--- src/rtl/multicycle_controller_if.sv ---
// Control bundle between the multicycle controller and the RV32I datapath.
// The controller (master) consumes IR fields and the zero flag and drives every select and strobe.
interface multicycle_controller_if #(
   parameter int STATE_W = 4
);
   logic [6:0]         op;
   logic [2:0]         funct3;
   logic               funct7b5;
   logic               zero;

   logic               PCWrite;
   logic               AdrSrc;
   logic               MemWrite;
   logic               IRWrite;
   logic               RegWrite;
   logic [1:0]         ResultSrc;
   logic [1:0]         ALUSrcA;
   logic [1:0]         ALUSrcB;
   logic [2:0]         ALUControl;
   logic [1:0]         ImmSrc;
   logic [STATE_W-1:0] state;

   modport master (
      input  op, funct3, funct7b5, zero,
      output PCWrite, AdrSrc, MemWrite, IRWrite, RegWrite,
             ResultSrc, ALUSrcA, ALUSrcB, ALUControl, ImmSrc, state
   );

   modport slave (
      output op, funct3, funct7b5, zero,
      input  PCWrite, AdrSrc, MemWrite, IRWrite, RegWrite,
             ResultSrc, ALUSrcA, ALUSrcB, ALUControl, ImmSrc, state
   );
endinterface

--- src/rtl/multicycle_controller.sv ---
// Multicycle RV32I control unit: Moore main FSM plus combinational ALU and immediate decoders.
// state    | meaning
// FETCH    | read instruction at PC, latch IR/OldPC, PC <= PC+4
// DECODE   | read registers, compute branch/jump target OldPC+imm
// MEMADR   | rs1 + imm address for lw/sw
// MEMREAD  | present ALUOut as data address
// MEMWB    | write loaded data to rd
// MEMWRITE | store rs2 to memory
// EXECR    | R-type ALU operation
// EXECI    | I-type ALU operation
// ALUWB    | write ALUOut to rd
// BEQ      | compare rs1/rs2, take branch on zero
// JAL      | PC <= target, compute link OldPC+4
module multicycle_controller #(
   parameter int STATE_W = 4
) (
   input  logic                   clk,
   input  logic                   reset,
   multicycle_controller_if.master ctl
);

   typedef enum logic [3:0] {
      FETCH    = 4'd0,
      DECODE   = 4'd1,
      MEMADR   = 4'd2,
      MEMREAD  = 4'd3,
      MEMWB    = 4'd4,
      MEMWRITE = 4'd5,
      EXECR    = 4'd6,
      EXECI    = 4'd7,
      ALUWB    = 4'd8,
      BEQ      = 4'd9,
      JAL      = 4'd10
   } state_t;

   localparam logic [6:0] OP_LOAD   = 7'b0000011;
   localparam logic [6:0] OP_STORE  = 7'b0100011;
   localparam logic [6:0] OP_RTYPE  = 7'b0110011;
   localparam logic [6:0] OP_ITYPE  = 7'b0010011;
   localparam logic [6:0] OP_BRANCH = 7'b1100011;
   localparam logic [6:0] OP_JAL    = 7'b1101111;

   state_t     state_q;
   state_t     state_d;
   logic [1:0] alu_op;
   logic       branch;
   logic       pc_update;
   logic       ir_write;
   logic       mem_write;
   logic       reg_write;
   logic       adr_src;
   logic [1:0] result_src;
   logic [1:0] alu_src_a;
   logic [1:0] alu_src_b;

   always_ff @(posedge clk) begin
      if (reset) begin
         state_q <= FETCH;
      end else begin
         state_q <= state_d;
      end
   end

   always_comb begin
      state_d    = FETCH;
      alu_op     = 2'b00;
      branch     = 1'b0;
      pc_update  = 1'b0;
      ir_write   = 1'b0;
      mem_write  = 1'b0;
      reg_write  = 1'b0;
      adr_src    = 1'b0;
      result_src = 2'b00;
      alu_src_a  = 2'b00;
      alu_src_b  = 2'b00;
      case (state_q)
         FETCH: begin
            ir_write   = 1'b1;
            alu_src_b  = 2'b10;
            result_src = 2'b10;
            pc_update  = 1'b1;
            state_d    = DECODE;
         end
         DECODE: begin
            alu_src_a = 2'b01;
            alu_src_b = 2'b01;
            case (ctl.op)
               OP_LOAD, OP_STORE: state_d = MEMADR;
               OP_RTYPE:          state_d = EXECR;
               OP_ITYPE:          state_d = EXECI;
               OP_BRANCH:         state_d = BEQ;
               OP_JAL:            state_d = JAL;
               default:           state_d = FETCH;
            endcase
         end
         MEMADR: begin
            alu_src_a = 2'b10;
            alu_src_b = 2'b01;
            state_d   = (ctl.op == OP_LOAD) ? MEMREAD : MEMWRITE;
         end
         MEMREAD: begin
            adr_src    = 1'b1;
            result_src = 2'b00;
            state_d    = MEMWB;
         end
         MEMWB: begin
            result_src = 2'b01;
            reg_write  = 1'b1;
            state_d    = FETCH;
         end
         MEMWRITE: begin
            adr_src   = 1'b1;
            mem_write = 1'b1;
            state_d   = FETCH;
         end
         EXECR: begin
            alu_src_a = 2'b10;
            alu_src_b = 2'b00;
            alu_op    = 2'b10;
            state_d   = ALUWB;
         end
         EXECI: begin
            alu_src_a = 2'b10;
            alu_src_b = 2'b01;
            alu_op    = 2'b10;
            state_d   = ALUWB;
         end
         ALUWB: begin
            result_src = 2'b00;
            reg_write  = 1'b1;
            state_d    = FETCH;
         end
         BEQ: begin
            alu_src_a = 2'b10;
            alu_src_b = 2'b00;
            alu_op    = 2'b01;
            branch    = 1'b1;
            state_d   = FETCH;
         end
         JAL: begin
            alu_src_a = 2'b01;
            alu_src_b = 2'b10;
            pc_update = 1'b1;
            state_d   = ALUWB;
         end
         default: state_d = FETCH;
      endcase
   end

   // Architectural strobes are gated by reset so nothing commits while the core is held.
   assign ctl.PCWrite   = ~reset & (pc_update | (branch & ctl.zero));
   assign ctl.IRWrite   = ~reset & ir_write;
   assign ctl.MemWrite  = ~reset & mem_write;
   assign ctl.RegWrite  = ~reset & reg_write;
   assign ctl.AdrSrc    = adr_src;
   assign ctl.ResultSrc = result_src;
   assign ctl.ALUSrcA   = alu_src_a;
   assign ctl.ALUSrcB   = alu_src_b;
   assign ctl.state     = STATE_W'(state_q);

   always_comb begin
      ctl.ALUControl = 3'b000;
      case (alu_op)
         2'b01: ctl.ALUControl = 3'b001;
         2'b10: begin
            case (ctl.funct3)
               3'b000:  ctl.ALUControl = (ctl.op[5] & ctl.funct7b5) ? 3'b001 : 3'b000;
               3'b010:  ctl.ALUControl = 3'b101;
               3'b110:  ctl.ALUControl = 3'b011;
               3'b111:  ctl.ALUControl = 3'b010;
               default: ctl.ALUControl = 3'b000;
            endcase
         end
         default: ctl.ALUControl = 3'b000;
      endcase
   end

   always_comb begin
      ctl.ImmSrc = 2'b00;
      case (ctl.op)
         OP_LOAD, OP_ITYPE: ctl.ImmSrc = 2'b00;
         OP_STORE:          ctl.ImmSrc = 2'b01;
         OP_BRANCH:         ctl.ImmSrc = 2'b10;
         OP_JAL:            ctl.ImmSrc = 2'b11;
         default:           ctl.ImmSrc = 2'b00;
      endcase
   end

endmodule

--- src/flat_wrapper.sv ---
// flat-port wrapper written by rule: the top's interface ports become plain ports
module multicycle_controller_flat 
#(
   parameter int STATE_W = 4
)
  (clk, reset, ctl_op, ctl_funct3, ctl_funct7b5, ctl_zero, ctl_PCWrite, ctl_AdrSrc, ctl_MemWrite, ctl_IRWrite, ctl_RegWrite, ctl_ResultSrc, ctl_ALUSrcA, ctl_ALUSrcB, ctl_ALUControl, ctl_ImmSrc, ctl_state);
  multicycle_controller_if #(.STATE_W(STATE_W)) ctl_i ();
  input  logic clk;
  input  logic reset;
  input wire logic [$bits(ctl_i.op)-1:0] ctl_op;
  input wire logic [$bits(ctl_i.funct3)-1:0] ctl_funct3;
  input wire logic [$bits(ctl_i.funct7b5)-1:0] ctl_funct7b5;
  input wire logic [$bits(ctl_i.zero)-1:0] ctl_zero;
  output wire logic [$bits(ctl_i.PCWrite)-1:0] ctl_PCWrite;
  output wire logic [$bits(ctl_i.AdrSrc)-1:0] ctl_AdrSrc;
  output wire logic [$bits(ctl_i.MemWrite)-1:0] ctl_MemWrite;
  output wire logic [$bits(ctl_i.IRWrite)-1:0] ctl_IRWrite;
  output wire logic [$bits(ctl_i.RegWrite)-1:0] ctl_RegWrite;
  output wire logic [$bits(ctl_i.ResultSrc)-1:0] ctl_ResultSrc;
  output wire logic [$bits(ctl_i.ALUSrcA)-1:0] ctl_ALUSrcA;
  output wire logic [$bits(ctl_i.ALUSrcB)-1:0] ctl_ALUSrcB;
  output wire logic [$bits(ctl_i.ALUControl)-1:0] ctl_ALUControl;
  output wire logic [$bits(ctl_i.ImmSrc)-1:0] ctl_ImmSrc;
  output wire logic [$bits(ctl_i.state)-1:0] ctl_state;
  assign ctl_i.op = ctl_op;
  assign ctl_i.funct3 = ctl_funct3;
  assign ctl_i.funct7b5 = ctl_funct7b5;
  assign ctl_i.zero = ctl_zero;
  assign ctl_PCWrite = ctl_i.PCWrite;
  assign ctl_AdrSrc = ctl_i.AdrSrc;
  assign ctl_MemWrite = ctl_i.MemWrite;
  assign ctl_IRWrite = ctl_i.IRWrite;
  assign ctl_RegWrite = ctl_i.RegWrite;
  assign ctl_ResultSrc = ctl_i.ResultSrc;
  assign ctl_ALUSrcA = ctl_i.ALUSrcA;
  assign ctl_ALUSrcB = ctl_i.ALUSrcB;
  assign ctl_ALUControl = ctl_i.ALUControl;
  assign ctl_ImmSrc = ctl_i.ImmSrc;
  assign ctl_state = ctl_i.state;
  multicycle_controller #(.STATE_W(STATE_W)) u_core (.clk(clk), .reset(reset), .ctl(ctl_i));
endmodule
--- config.mk ---
export PLATFORM = sky130hd
export DESIGN_NAME = multicycle_controller_flat
export DESIGN_NICKNAME = d
export VERILOG_FILES = /design/src/rtl/multicycle_controller_if.sv /design/src/rtl/multicycle_controller.sv /design/src/flat_wrapper.sv
export SDC_FILE = /design/constraint.sdc
export NUM_CORES = 1
export LEC_CHECK = 0
export CORE_AREA = 5 5 42 44
export CTS_CLUSTER_DIAMETER = 50
export DETAILED_ROUTE_END_ITERATION = 16
export DIE_AREA = 0 0 47 49
export DONT_BUFFER_PORTS = 1
export GPL_ROUTABILITY_DRIVEN = 0
export MAX_ROUTING_LAYER = met4
export PLACE_DENSITY = 0.52
export RECOVER_POWER = 25
export SLEW_MARGIN = 0
export SYNTH_ARGS = -nofsm -noshare
export SYNTH_HDL_FRONTEND = slang
export SYNTH_SLANG_ARGS = --single-unit
--- constraint.sdc ---
create_clock -name clk -period 2 [get_ports clk]
set_input_delay 0.2 -clock clk [delete_from_list [all_inputs] [get_ports clk]]
set_output_delay 0.2 -clock clk [all_outputs]
set_load 0.05 [all_outputs]
## Yosys cells after proc, flatten, opt, wreduce, memory -nomap -nowiden

Index checks and enable logic that the tools add are counted.

- Word-level logic and storage cells: 58
- Output and inout bits: 20
- Bits in registers: 4
- Bits of input ports: 14

- Bitwise gates (word level): 8
- Reductions and logical operators: 11
- Eq/ne operators: 21
- Mux-type cells: 17

Operators with widths:

| kind | number |
|---|---|
| $pmux W4 S5 | 2 |
| $eq A4 B3 Y1 const B | 4 |
| $pmux W2 S2 | 4 |
| $eq A7 B6 Y1 const B | 2 |
| $eq A7 B7 Y1 const B | 2 |
| $eq A4 B4 Y1 const B | 3 |
| $pmux W3 S4 | 1 |
| $reduce_or A2 Y1 | 6 |
| $eq A4 B2 Y1 const B | 2 |
| $eq A7 B2 Y1 const B | 1 |
| $eq A7 B5 Y1 const B | 1 |
| $mux W1 | 7 |
| $and A1 B1 Y1 | 6 |
| $eq A3 B3 Y1 const B | 2 |
| $pmux W2 S3 | 1 |
| $pmux W3 S2 | 1 |
| $reduce_or A3 Y1 | 2 |
| $eq A4 B1 Y1 const B | 1 |
| $logic_not A4 Y1 | 1 |
| $reduce_or A4 Y1 | 1 |
| $eq A3 B2 Y1 const B | 1 |
| $logic_not A3 Y1 | 1 |
| $mux W3 | 1 |
| $eq A2 B1 Y1 const B | 1 |
| other kinds (3) | 3 |

## Longest topological paths before layout

Gate-level depths: netlist of run 1.

- Word-level depth: 5
- Gate-level depth with buffers: 7
- Mapped depth without buffers: 7

## Least setup slack after synthesis of run 1

No wires, ideal clock.

- Path kind: register to output
- Start point: register u_core.state_q[0] (netlist: u_core.ctl.state[0])
- End point: output ctl_PCWrite
- Cell stages (with the launch flop): 4
- Path buffers: 0
- Data arrival time: 3.581 ns
- Data required time: 1.800 ns
- Slack: -1.781 ns
- Cells stage by stage: dfxtp_1 > nor2b_1 > a21oi_1 > a2111oi_0

- Word-level cells in the longest chain between the ends: 5
- Elaborated cells on any way between the ends: 9
- Classes of those cells: 2 x eq/ne; 2 x mux; 3 x bitwise; 2 x reduce/logical

RTL lines:

| element | line | source |
|---|---|---|
| start, declared | multicycle_controller.sv:43 | `state_t state_q;` |
| start signal, assigned | multicycle_controller.sv:60 | `state_q <= state_d;` |
| $eq A4 B4 Y1 or $logic_not A4 Y1 (tied branches) | multicycle_controller.sv:76 | `case (state_q)` |
| $reduce_or A2 Y1 (no source line) or $mux W1 (tied branches) | - |  |
| $mux W1 or $and A1 B1 Y1 (tied branches) | multicycle_controller.sv:76, multicycle_controller.sv:151 |  |
| $or A1 B1 Y1 * | multicycle_controller.sv:151 | `assign ctl.PCWrite = ~reset & (pc_update \| (branch & ctl.zero));` |
| $and A1 B1 Y1 * | multicycle_controller.sv:151 |  |
| end, declared | flat_wrapper.sv:14 | `output wire logic [$bits(ctl_i.PCWrite)-1:0] ctl_PCWrite;` |

Mark *: on every way between the ends. The rest lies on a longest branch, timed or not.

## Worst setup path after layout of run 1

- Start point: register u_core.state_q[2] (netlist: u_core.ctl.state[2])
- End point: output ctl_ALUControl[1]

- Word-level cells in the longest chain between the ends: 5
- Elaborated cells on any way between the ends: 8
- Classes of those cells: 5 x eq/ne; 2 x mux; 1 x reduce/logical

RTL lines:

| element | line | source |
|---|---|---|
| $eq A4 B3 Y1 | multicycle_controller.sv:76 |  |
| $reduce_or A2 Y1 (no source line) | - |  |
| $pmux W2 S2 * | multicycle_controller.sv:76 |  |
| $eq A2 B2 Y1 or $eq A2 B1 Y1 (tied branches) | multicycle_controller.sv:163 | `case (alu_op)` |
| $pmux W3 S2 * | multicycle_controller.sv:163 |  |
| end, declared | flat_wrapper.sv:22 | `output wire logic [$bits(ctl_i.ALUControl)-1:0] ctl_ALUControl;` |

Marks and branches as above.

==> results by group, run 1 <==
Status
  – Status: finished, final reports clean

Finish
  – Area of the multi-input gates: between 500 and 600 sq um
  – Register Area: between 90 and 100 sq um
  – Max reg flops: 4
  – Share of post-route cells with drive strength above 1: 50.51%
  – Final #Nets: ~120
  – FILL cells: between 100 and 150
  – # diodes: 0
  – Synth-to-layout area growth: 64.97%

Global routing
  – Initial antenna violation count: 0
  – Remaining Overflow, GRT: 0
  – Vias in the first global route: between 600 and 700
  – First-pass GRT wire length: about 3.1 mm
  – Largest net degree at the start of global routing: 13
  – GRT Total Usage: 18.63%

Floorplan
  – Initial Util: about two fifths
  – Die Ht: between 40 and 50 microns
  – Die area: between 0.002 and 0.0025 sq mm
  – Top-Level Pins: 34
  – Num rows: 14
  – Core area: around 0.0014 sq mm
  – Die width: between 40 and 50 microns

CTS
  – Clock buffer count from CTS: 3
  – Clock buffer depth: 2
  – Sink Count: 4
  – Worst-Skew Late Latency: ~0.25 ns
  – Root Driver: clkbuf_4
  – Post-CTS Hold Buffers: 0
  – Clock slew at reported path FFs: 0.05 ns
  – CTS H-tree lvls: 1
  – TritonCTS clock tree: built

Timing
  – Unrepaired setup endpoints after global routing: true
  – Total negative slack: 0 ns
  – Slew @ Worst Pin: 0.5887 ns
  – Period utilization: a little over nine tenths
  – Final min period: about 2 ns
  – Final-report hold violation count: 0
  – Clk_skew: between 0.01 and 0.015 ns
  – Final WS setup: 0.05696 ns
  – Setup Viol. Count Final: 0
  – Fmax: between 500 and 600 MHz
  – Slew headroom: just over 60%
  – Max-slew violations: 0

Synth
  – Synth Instances: 74
  – Yosys reg bits: 4
  – Mapped Area: approximately 540 sq um
  – Ys async rst share: 0%
  – Synth Flop Type: dfxtp_1
  – Synth top area share: between 10% and 20%
  – Post-Syn Area per Cell: about 7.3 sq um
  – Leading cell types by count after synthesis: 7 x nor2_1, 7 x nor3_1, 6 x nand2_1
  – EDFF count, synth: 0
  – Synthesized Nets: 90
  – Synth warn: 0
  – Synth area leader: dfxtp_1
  – Sequential-to-total area share from yosys stat: between 10 and 15%
  – Synth area leaders: dfxtp_1 15%, nor3_1 6.5%, nor2b_1 5.8%, nor3b_1 5.6%, nor2_1 4.9%
  – Library cells used by synthesis: 32

Pwr
  – Leak Pwr: around 0.37 nW
  – Tot Pwr: between 300 and 400 uW
  – Peak supply drop: 0.2176 mV
  – Pwr dens: around 350 mW/mm^2

Drt
  – Initial DRC count: 8
  – DR pass1 iterations: 4
  – Final ANT Viol Nets: 0
  – Drt total wl: about 1.8 mm
  – Via count: between 600 and 700
  – Wire per inst: ~16 microns
  – Drt via density: ~6.0
  – Post-route DRC violation count: 0

Placement
  – Dpl hpwl: 1.397 mm
  – Pre-CTS WS: about 0.23 ns
  – Number of port buffers: 0

Critical path
  – CP endpoint kind: output port
  – Startpoint class of the critical path: register
  – Critical path class: reg -> out
  – CP max FO: 6
  – Critical path required time: ~1.8 ns
  – CP arrival: around 1.7 ns

Run
  – # Max-Cap Violations: 0

Min path
  – Hold Path Class: in -> reg
==> power by group <==
part | switching, mW | leakage (nW) | internal (mW)
clock | 0.0420 | 0.0150 | 0.0754
combinational | 0.0701 | 0.318 | 0.0381
sequential | 0.00501 | 0.0352 | 0.0792
total | 0.117 | 0.369 | 0.193
==> critical path: stages (launching register included) <==
cell and delay [ns]:
dfxtp_4 0.35, buf_4 0.15, nand3b_1 0.19, inv_1 0.09
ha_1 0.27, nor3b_4 0.26, buf_12 0.17
==> stage by stage <==
stage	util, %	hold slack, ns	cells	cell area [sq um]
floorplan	-	0.2588	74	618.1
global placement	58.13	0.2640	107	814.5
detailed placement	58.13	0.2616	107	814.5
CTS	60.36	0.005336	111	845.8
global route	63.48	0.005429	115	889.6
finish	63.48	0.01604	115	889.6
==> layer usage <==
metal  vias up  part of all wire, %  global-route usage [%]
met1       333                   38                   24.18
met3         4                  8.9                   3.690
met2        26                   51                   26.92
met5         -                    0                       -
li1        326                    -                       -
met4         0                  1.5                   8.756
==> cell usage in the layout (no fill, tap or decap), types with 2 or more instances in the layout <==
cell type	n
nor2b_4	2
inv_1	3
nor2_1	7
nor2b_1	3
xor2_1	2
buf_12	3
nand3b_1	3
nor3b_2	2
nor4_2	2
o221a_2	2
ha_1	2
clkbuf_4	3
nor3_1	4
a21oi_1	3
nand2_1	5
xnor2_1	2
buf_4	21
nor3_2	2
clkbuf_1	2
dfxtp_4	3
==> cell type report <==
class | count | area share, %
Clock buffer | 4 | 2.954
Inverter | 3 | 1.266
Multi-Input combinational cell | 63 | 58.23
Sequential cell | 4 | 10.41
Tap cell | 16 | 2.250
Timing Repair Buffer | 25 | 24.89
==> cells by family (layout without fill, tap and decap cells) <==
family,after synthesis,count (layout),share of synthesized area [%]
adders and majority gates,2,2,4.640
DFF,4,4,14.85
AOI/OAI and AO/OA,15,15,22.51
buffers and inverters,7,32,5.337
and+or+nand+nor,42,42,46.17
xor gates and xnor gates,4,4,6.498
==> final timing paths <==
kind | from | end | depth (start not counted) | slack (ns)
hold / removal | reset | u_core.ctl.state[3] | 1 | 0.02
setup reg to reg | u_core.ctl.state[1] | u_core.ctl.state[3] | 4 | 0.41
setup / recovery | u_core.ctl.state[2] | ctl_ALUControl[1] | 6 | 0.06
hold reg to reg | u_core.ctl.state[2] | u_core.ctl.state[3] | 2 | 0.60
==> timing repair <==
| item | 4_1_cts | 5_1_grt |
|---|---|---|
| pin swaps | 1 | 2 |
| gates resized for setup | 2 | 5 |
| setup buffers | 0 | 4 |
| setup endpoints to repair | 2 | 3 |
No activity file was read; power rests on OpenSTA's default activity.
==> inputs of run 2 (changes only) <==
--- a/config.mk
+++ b/config.mk
@@ -14,6 +14,7 @@
 export MAX_ROUTING_LAYER = met4
 export PLACE_DENSITY = 0.52
 export RECOVER_POWER = 25
+export SETUP_SLACK_MARGIN = 0.15
 export SLEW_MARGIN = 0
 export SYNTH_ARGS = -nofsm -noshare
 export SYNTH_HDL_FRONTEND = slang
==> run 2 against run 1 <==
Compared with the run above:
- flip-flop and latch count unchanged
- first-iteration DRC count up 50%
- final area up 7.7%
- sequential share of layout area down 0.49 points
- via count down 3.2%
- sequential power down 5.7%
- non-clock buffer count up 3
- clock skew down 0.0064 ns
==> results by group, run 2 (synthesized netlist as in run 1, its figures left out) <==
Status
  – Status: finished, final reports clean

Floorplan
  – Die area: ~0.0023 sq mm
  – Die width: about 47 microns
  – Top-Level Pins: 34
  – Initial Util: 38.48%
  – Num rows: 14
  – Core area: about 0.0014 sq mm
  – Die Ht: between 40 and 50 microns

Finish
  – Area of the multi-input gates: about 560 sq um
  – Most frequent cells in the layout: 20 x buf_4, 6 x nor2_1, 4 x nand2_1, 4 x nor3_1, 4 x dfxtp_4
  – Synth-to-layout area growth: 77.73%
  – # diodes: 0
  – Max reg flops: 4
  – Share of post-route cells with drive strength above 1: about 56%
  – Register Area: between 90 and 100 sq um
  – FILL cells: 129
  – Commonest non-fill, non-tap cell in the layout: buf_4
  – Final #Nets: 119

Min path
  – Hold Path Class: in -> reg
  – Hold depth: 2

Pwr
  – Pwr dens: roughly 310 mW/mm^2
  – Leak Pwr: approximately 0.38 nW
  – Tot Pwr: roughly 300 uW
  – Peak supply drop: between 0.2 and 0.3 mV

Global routing
  – First-pass GRT wire length: 2.518 mm
  – Remaining Overflow, GRT: 0
  – Vias in the first global route: between 500 and 600
  – Initial antenna violation count: 0
  – Largest net degree at the start of global routing: 11
  – GRT Total Usage: between 10% and 20%

Critical path
  – Reg2reg path depth: 5
  – Startpoint class of the critical path: register
  – CP max FO: 6
  – CP arrival: roughly 1.6 ns
  – Critical path class: reg -> out
  – CP endpoint kind: output port
  – Critical path required time: around 1.8 ns

Timing
  – Total negative slack: 0 ns
  – Unrepaired setup endpoints after global routing: true
  – Slew headroom: ~61%
  – Clk_skew: around 0.0043 ns
  – Max-slew violations: 0
  – Slew @ Worst Pin: between 0.5 and 0.6 ns
  – WHS: approximately 0.15 ns
  – Period utilization: about nine tenths
  – Final min period: approximately 1.8 ns
  – Fmax: ~560 MHz
  – Final-report hold violation count: 0
  – Setup Viol. Count Final: 0

CTS
  – Clock slew at reported path FFs: 0.04 ns
  – CTS H-tree lvls: 1
  – Clock buffer depth: 2
  – Clock buffer count from CTS: 3
  – Root Driver: clkbuf_4
  – Worst-Skew Late Latency: roughly 0.24 ns
  – TritonCTS clock tree: built
  – Sink Count: 4

Placement
  – Number of port buffers: 0
  – Dpl hpwl: around 1.3 mm

Drt
  – Initial DRC count: 12
  – Via count: between 600 and 700
  – DR pass1 iterations: 5
  – Wire per inst: about 15 microns
  – Drt total wl: between 1.5 and 2 mm
  – Drt via density: between 5 and 6
  – Final ANT Viol Nets: 0
  – Post-route DRC violation count: 0

Run
  – # Max-Cap Violations: 0
-- run 2: critical path, cell delays in order, from the launching register on --
cell and delay, ns:
dfxtp_4 0.36, nor2b_4 0.16, nand2_2 0.08, inv_1 0.06
ha_1 0.17, nor2b_2 0.16, o21ai_2 0.07, a21oi_4 0.14
buf_12 0.15
-- run 2: final timing paths --
| check | start | to | slack (ns) |
|---|---|---|---|
| max reg2reg | u_core.ctl.state[1] | u_core.ctl.state[3] | 0.30 |
| max | u_core.ctl.state[2] | ctl_ALUControl[0] | 0.21 |
| min | reset | u_core.ctl.state[1] | 0.15 |
| min reg2reg | u_core.ctl.state[2] | u_core.ctl.state[3] | 0.59 |
-- run 2: area by class of cell --
class / instances / share of cell area (%)
clock buffer: 3 / 2.350
tap: 16 / 2.089
sequential: 4 / 9.922
timing repair buffer: 28 / 26.11
inverter: 3 / 1.175
multi-input combinational: 63 / 58.36
-- run 2: report_power, final --
| group | leakage, nW | internal, mW | total [mW] | switching, mW |
|---|---|---|---|---|
| clock network | 0.0138 | 0.0672 | 0.102 | 0.0346 |
| logic | 0.332 | 0.0432 | 0.119 | 0.0758 |
| registers | 0.0355 | 0.0780 | 0.0794 | 0.00146 |
-- run 2: repair_timing --
| action | 4_1_cts | 5_1_grt |
|---|---|---|
| pin swaps | 2 | 2 |
| endpoints found under the setup margin | 3 | 5 |
| hold endpoints to repair | 0 | 1 |
| hold buffers | 0 | 1 |
| resized for setup | 3 | 10 |
| buffers inserted | 3 | 3 |
-- run 2: through the flow --
| stage | utilization (%) | worst slack [ns] | cell area, sq um | instances |
|---|---|---|---|---|
| after floorplan | - | -0.07350 | 645.6 | 74 |
| after global placement | 60.27 | 0.3457 | 844.6 | 107 |
| after detailed placement | 60.27 | 0.2849 | 844.6 | 107 |
| after CTS | 63.84 | 0.1325 | 894.6 | 113 |
| after global routing | 68.39 | 0.1004 | 958.4 | 117 |
| final | 68.39 | 0.2135 | 958.4 | 117 |
-- run 2: layer usage --
layer | GRT usage [%] | up-vias | wire length [microns]
li1 | - | 330 | -
met1 | 17.32 | 314 | 677
met2 | 23.08 | 21 | 920
met3 | 5.166 | 2 | 141
met4 | 6.912 | 0 | 15
met5 | - | - | 0
